[src/rtl/sr_pulse_gen.sv]
// Button conditioning for sr_latch: per-channel 2-flop sync + counter debounce, rise-edge pulses, s/r arbiter.
// Optional macro SR_RESET_PRIORITY_EN: on a simultaneous set/reset edge, reset wins instead of both being dropped.
module sr_pulse_gen #(
    parameter int DEBOUNCE_CYCLES = 4
) (
    input  logic clk,
    input  logic rst,
    input  logic s_btn,
    input  logic r_btn,
    output logic s,
    output logic r,
    output logic s_db,
    output logic r_db,
    output logic conflict
);
    localparam int CW = $clog2(DEBOUNCE_CYCLES);
    localparam logic [CW-1:0] CNT_MAX = CW'(DEBOUNCE_CYCLES - 1);

    // Index 0 is the set channel, index 1 the reset channel.
    logic [1:0]    btn;
    logic [1:0]    sync1;
    logic [1:0]    sync2;
    logic [1:0]    level;
    logic [1:0]    accept;
    logic [1:0]    rise;
    logic [CW-1:0] cnt [2];

    assign btn  = {r_btn, s_btn};
    assign s_db = level[0];
    assign r_db = level[1];

    // A rise is flagged on the same edge that commits the new level, so the pulse lines up with s_db/r_db.
    always_comb begin
        accept = '0;
        rise   = '0;
        for (int i = 0; i < 2; i++) begin
            accept[i] = (sync2[i] != level[i]) && (cnt[i] == CNT_MAX);
            rise[i]   = accept[i] && sync2[i];
        end
    end

    always_ff @(posedge clk or posedge rst) begin
        if (rst) begin
            sync1    <= '0;
            sync2    <= '0;
            level    <= '0;
            cnt[0]   <= '0;
            cnt[1]   <= '0;
            s        <= 1'b0;
            r        <= 1'b0;
            conflict <= 1'b0;
        end else begin
            sync1 <= btn;
            sync2 <= sync1;
            for (int i = 0; i < 2; i++) begin
                if (sync2[i] == level[i]) begin
                    cnt[i] <= '0;
                end else if (accept[i]) begin
                    level[i] <= sync2[i];
                    cnt[i]   <= '0;
                end else begin
                    cnt[i] <= cnt[i] + 1'b1;
                end
            end

            if (rise[0] && rise[1]) begin
                conflict <= 1'b1;
`ifdef SR_RESET_PRIORITY_EN
                s <= 1'b0;
                r <= 1'b1;
`else
                s <= 1'b0;
                r <= 1'b0;
`endif
            end else begin
                conflict <= 1'b0;
                s        <= rise[0];
                r        <= rise[1];
            end
        end
    end
endmodule

[config.mk]
export PLATFORM = sky130hd
export DESIGN_NAME = sr_pulse_gen
export DESIGN_NICKNAME = d
export VERILOG_FILES = /design/src/rtl/sr_pulse_gen.sv
export SDC_FILE = /design/constraint.sdc
export NUM_CORES = 1
export LEC_CHECK = 0
export ABC_AREA = 1
export ABC_CLOCK_PERIOD_IN_PS = 880
export CAP_MARGIN = 20
export CORE_MARGIN = 8
export CORE_UTILIZATION = 35
export DETAILED_ROUTE_END_ITERATION = 12
export PLACE_DENSITY = 0.61
export SLEW_MARGIN = 15
export SYNTH_ARGS = -nofsm -noshare
export SYNTH_HDL_FRONTEND = slang
export SYNTH_SLANG_ARGS = --single-unit
[constraint.sdc]
create_clock -name clk -period 0.88 [get_ports clk]
set_input_delay 0.132 -clock clk [delete_from_list [all_inputs] [get_ports clk]]
set_output_delay 0.132 -clock clk [all_outputs]
set_load 0.005 [all_outputs]
### Word-level counts from Yosys, hierarchy flattened

Cells that the tools add are included.

| operators by class | value |
|---|---|
| reduce and logical (&&, ||, !) cells | 7 |
| shifts and indexed selects | 0 |
| bitwise operators | 2 |
| divide/modulo/power cells | 0 |
| multiplexer cells | 7 |
| equality and inequality tests | 6 |
| magnitude comparators | 0 |
| multipliers | 0 |
| add/subtract/negate cells | 2 |

Operators with widths:

| operator | count |
|---|---|
| $mux W2 | 4 |
| $logic_and A1 B1 Y1 | 5 |
| $add A2 B1 Y2 const B | 2 |
| $eq A2 B2 Y1 const B | 2 |
| $reduce_and A2 Y1 | 2 |
| $mux W1 | 3 |
| $eq A1 B1 Y1 | 2 |
| $ne A1 B1 Y1 | 2 |
| $not A1 Y1 | 2 |

| word-level totals | value |
|---|---|
| ROM bits | 0 |
| input bits | 4 |
| register bits after elaboration | 13 |
| bits in writable memories | 0 |
| memories kept | 0 |
| bits in latches | 0 |
| logic and storage cells | 33 |
| output and inout port bits | 5 |

### Depth between registers and ports, before layout

| depth | value |
|---|---|
| word-level depth | 5 |
| depth in mapped cells | 4 |
| gate-level depth less buffers | 4 |

### Worst setup path before layout

Ideal clock, no wire load.

| path | value |
|---|---|
| kind | reg-to-reg |
| from | register cnt[0] (netlist name) |
| to | register cnt[0] (netlist name) |
| library setup time | 71 ps |
| setup slack | -38 ps |
| data required time | 809 ps |
| arrival time | 846 ps |
| cell stages (with the launch flop) | 4 |
| path through | dfrtp_1 -> ha_1 -> or2_0 -> nor2_1 |

| between the ends | value |
|---|---|
| cells in the longest elaborated chain, start to end | 4 |
| elaborated cells on any way between the ends | 5 |
| those cells by class | 1 x add/sub; 1 x eq/ne; 2 x mux; 1 x reduce/logical |

Ends and longest elaborated chain:

| element | line | text |
|---|---|---|
| start: declaration | 26 | `logic [CW-1:0] cnt [2];` |
| start signal: indexed assignment | 62 | `cnt[i] <= cnt[i] + 1'b1;` |
| branches (longest 2 deep; another with $add A2 B1 Y2) | - |  |
| $mux W2 * | 58 | `end else if (accept[i]) begin` |
| $mux W2 * | 56 | `if (sync2[i] == level[i]) begin` |

Mark *: on every way between the ends.
A chain may end at the register's enable or synchronous reset.

### Worst setup path after layout

| path | value |
|---|---|
| from | register cnt[2] (netlist name) |
| to | register cnt[2] (netlist name) |

The elaborated chain is that of the path after synthesis.

==> results by stage <==
Logic synthesis:
- The flip-flop and latch count after synthesis is 13.
- The number of instances in the synthesized netlist is 45.
- Of all cell types, the one taking the most synthesized area is sky130_fd_sc_hd__dfrtp_1.
- The number of nets produced by synthesis is 51.
- The netlist uses 8 different library cells.
- The synthesized design devotes to its leading area cell type 68.8% of total area.
- For this run, asynchronously set or reset flops after synthesis account for 100%.
- The average instance area after synthesis is 10.5 sq um.
- The number of synthesized flops with an enable pin is 0.
- Ranked by total cell area, the synthesized netlist is headed by sky130_fd_sc_hd__dfrtp_1, sky130_fd_sc_hd__nor2_1, sky130_fd_sc_hd__nand2_1.
- Among all cell types in the netlist, the one instantiated most often is sky130_fd_sc_hd__dfrtp_1.
- By count the netlist is led by sky130_fd_sc_hd__dfrtp_1, sky130_fd_sc_hd__nor2_1, sky130_fd_sc_hd__nand2_1.
- After synthesis the cells add up to approximately 470 sq um.
- For this run, the register share of the synthesized area comes to 68.8%.
- The main flop type after synthesis is sky130_fd_sc_hd__dfrtp_1.
- The number of warnings printed during yosys synthesis is 0.

Timing:
- The number of max-slew violations in the final report is 0.
- Static timing analysis puts the maximum clock frequency at ~1.1 GHz.
- Setup slack on the critical path of the routed design comes to -0.0532 ns.
- The measured slew at the worst slew-check pin is 0.163 ns.
- The final critical path time including I/O delays and setup is 0.933 ns.
- After routing, the total negative slack on setup checks comes to -0.177 ns.
- For the final database, setup skew stands at 0.00171 ns.
- Setup violations remaining at the end of the flow were counted as 4.
- After layout, the worst path uses 106% of the clock period.
- Setup repair after global routing could not meet its margin everywhere.
- The number of endpoints with negative hold slack in the final report was 0.
- In this run the tightest slew margin relative to its limit is 89.1%.

Setup path:
- The source of the worst register-to-register timing path is cnt[2].
- The worst endpoint data arrival time is 1.14 ns.
- The slowest cell on the critical path is sky130_fd_sc_hd__dfrtp_1.
- The gate family responsible for the most delay along the worst path is flip-flops.
- On the worst path, the slowest cell contributes a delay of 0.41 ns.
- Data on the critical path is required at its endpoint by 1.08 ns.
- The source of the critical timing path is cnt[2].
- STA classifies the critical path startpoint as a flip-flop.
- The sort of element at the end of the critical path is a flip-flop.
- Of all nets on the critical path, the largest fanout is 4.
- The signal on the critical path passes through ha_4 -> or2_0 -> nor2_1.
- The critical path class is flip-flop to flip-flop.
- The buffers plus inverters on the worst setup path is 0.

Global routing:
- The number of antenna violations at the first check in global routing is 0.
- The number of global-route vias before repair is 291.
- The remaining global-route overflow is 0.
- The global-route wire length before repair is 1170 microns.
- The maximum number of pins on one net before global-route repair is 14.
- The total global routing track utilization is 6.17%.

Clocking:
- TritonCTS built the clock tree.
- The clock transition at the registers of the reported paths is 0.07 ns.
- CTS saw 13 sinks.
- The insertion delay of the later-clocked pin in the worst-skew pair is ~0.27 ns.
- The root buffer cell is sky130_fd_sc_hd__clkbuf_4.
- After clock tree synthesis, the flow added hold-fix buffers numbering 0.
- No sink is reached through more buffers than the 2 on the longest clock path.
- CTS built an H-tree with a depth of 1.
- The number of clock buffers inserted by TritonCTS is 3.

Power:
- The leakage dissipation is 0.328 nW.
- The maximum resistive drop on vdd is roughly 1.1 mV.
- The power density relative to cell area is 2720 nW/um^2.

Final layout:
- The multi-input combinational cells in the finished layout cover a total of 154 sq um.
- Summing all flip-flop and latch instances after layout gives 325 sq um.
- At the end of the flow, the number of nets in the layout was 67.
- The share of layout cells above drive strength 1 is 30.0%.
- The area growth from synthesis to layout is 35.4%.
- The number of diodes added for antenna fixing is 0.
- The fill cell total of the finished layout is 133.

Flow run:
- Max-cap violations in this run came to 0.

Die:
- Measured along the y axis, the die boundary spans roughly 53 microns.
- The starting density of the core is 36.8%.
- The floorplan step set the die width to approximately 53 microns.
- The site row count is 13.
- The core region is 1280 sq um.
- The floorplan die area is 2780 sq um.
- The I/O pin count is 9.

Drt:
- For this block, the via count after detailed routing is 316.
- The first-iteration detailed-routing DRC count is 7.
- Dividing the detail-routed via count by the number of cells gives 4.21.
- The residual antenna-violating net count after detailed routing is 0.
- Before antenna repair, the detailed router went through 3 iterations.
- The total wirelength of the detailed-routed design is between 700 and 800 microns.
- Dividing the detail-routed wire length by the instance count gives 9.69 microns.
- The number of DRC violations after detailed routing is 0.

Outcome:
- The flow ran to the end, but the final reports show violations.
- The final reports fail on setup timing.

Placed design:
- The count of buffers added on input and output ports is 8.
- The final estimated routing congestion in global placement is 0.698.
- Before CTS, the worst setup slack after placement is -0.122 ns.
- The HPWL after detailed placement is 522 microns.

Worst hold path:
- The kind of path behind the tightest hold check is input pin to async pin.
metrics by stage:
| stage | instance area (sq um) | util [%] | instances | power, mW | hold WS (ns) |
|---|---|---|---|---|---|
| detailed placement | 592 | 46.1 | 70 | 1.29 | 0.340 |
| CTS | 611 | 47.5 | 75 | 1.67 | 0.137 |
| global placement | 592 | 46.1 | 70 | 1.27 | 0.333 |
| floorplan | 478 | - | 45 | 1.08 | 0.00896 |
| finish | 641 | 49.9 | 75 | 1.74 | 0.140 |
| global route | 641 | 49.9 | 75 | 1.90 | 0.169 |
tightest hold or removal path, stage by stage:
cell and delay [ns]:
sky130_fd_sc_hd__clkdlybuf4s50_1 0.39, sky130_fd_sc_hd__inv_1 0.05, sky130_fd_sc_hd__buf_4 0.19
worst paths after layout:
check	endpoint	slack, ns	cells after the start
min	cnt[3]	0.14	3
min in group clk	sync1[1]	0.30	1
max	cnt[2]	-0.05	3
max in group asynchronous	s	0.58	3
min reg2reg	sync2[0]	0.36	0
max reg2reg	cnt[2]	-0.05	3
sequential cells by signal, indices dropped and copies added (netlist names):
name,flops
sync1,2
conflict,1
sync2,2
r,1
cnt,4
level,2
s,1
power breakdown:
group / internal [mW] / leakage, nW / total [mW] / switching, mW
Clock: 0.175 / 0.0150 / 0.352 / 0.177
Sequential: 0.735 / 0.165 / 0.836 / 0.102
Combinational: 0.289 / 0.149 / 0.554 / 0.264
per-layer routing:
| metal | part of all wire, % | vias to the layer above | GRT usage [%] |
|---|---|---|---|
| met5 | 0 | - | 0 |
| met4 | 1.7 | 0 | 6.47 |
| met3 | 7.7 | 2 | 3.69 |
| met2 | 46 | 8 | 8.20 |
| met1 | 44 | 139 | 6.26 |
| li1 | - | 167 | - |
layout make-up:
class,count,area share (%)
clock buffer,4,4.10
inverter,7,4.88
multi-input combinational,25,24.0
sequential,13,50.8
tap,15,2.93
timing repair buffer,11,13.3
logic make-up (layout without fill, tap and decap cells):
group                    after synthesis  count (layout)  synth area share, %
AO/OA/AOI/OAI                          2               2                 2.12
adder cells (fa/ha/maj)                2               2                 5.29
buffers and inverters                  7              22                 5.56
flip-flops                            13              13                 68.8
AND/OR/NAND/NOR                       21              21                 18.3
placed cells by master (no fill, tap or decap), types with 3 or more instances in the layout:
cell	netlist	routed
sky130_fd_sc_hd__nand2_1	8	5
sky130_fd_sc_hd__nor2_1	9	9
sky130_fd_sc_hd__inv_1	7	5
sky130_fd_sc_hd__clkbuf_4	0	3
sky130_fd_sc_hd__buf_2	0	5
sky130_fd_sc_hd__dfrtp_1	13	13
sky130_fd_sc_hd__nand2_2	0	3
sky130_fd_sc_hd__clkdlybuf4s50_1	0	3
repair_timing:
action                                  4_1_cts  5_1_grt
endpoints found under the setup margin        8       14
resized for setup                            22        9
buffers inserted                              2        0
pin swaps                                     5        5
No activity file was read; power rests on OpenSTA's default activity.
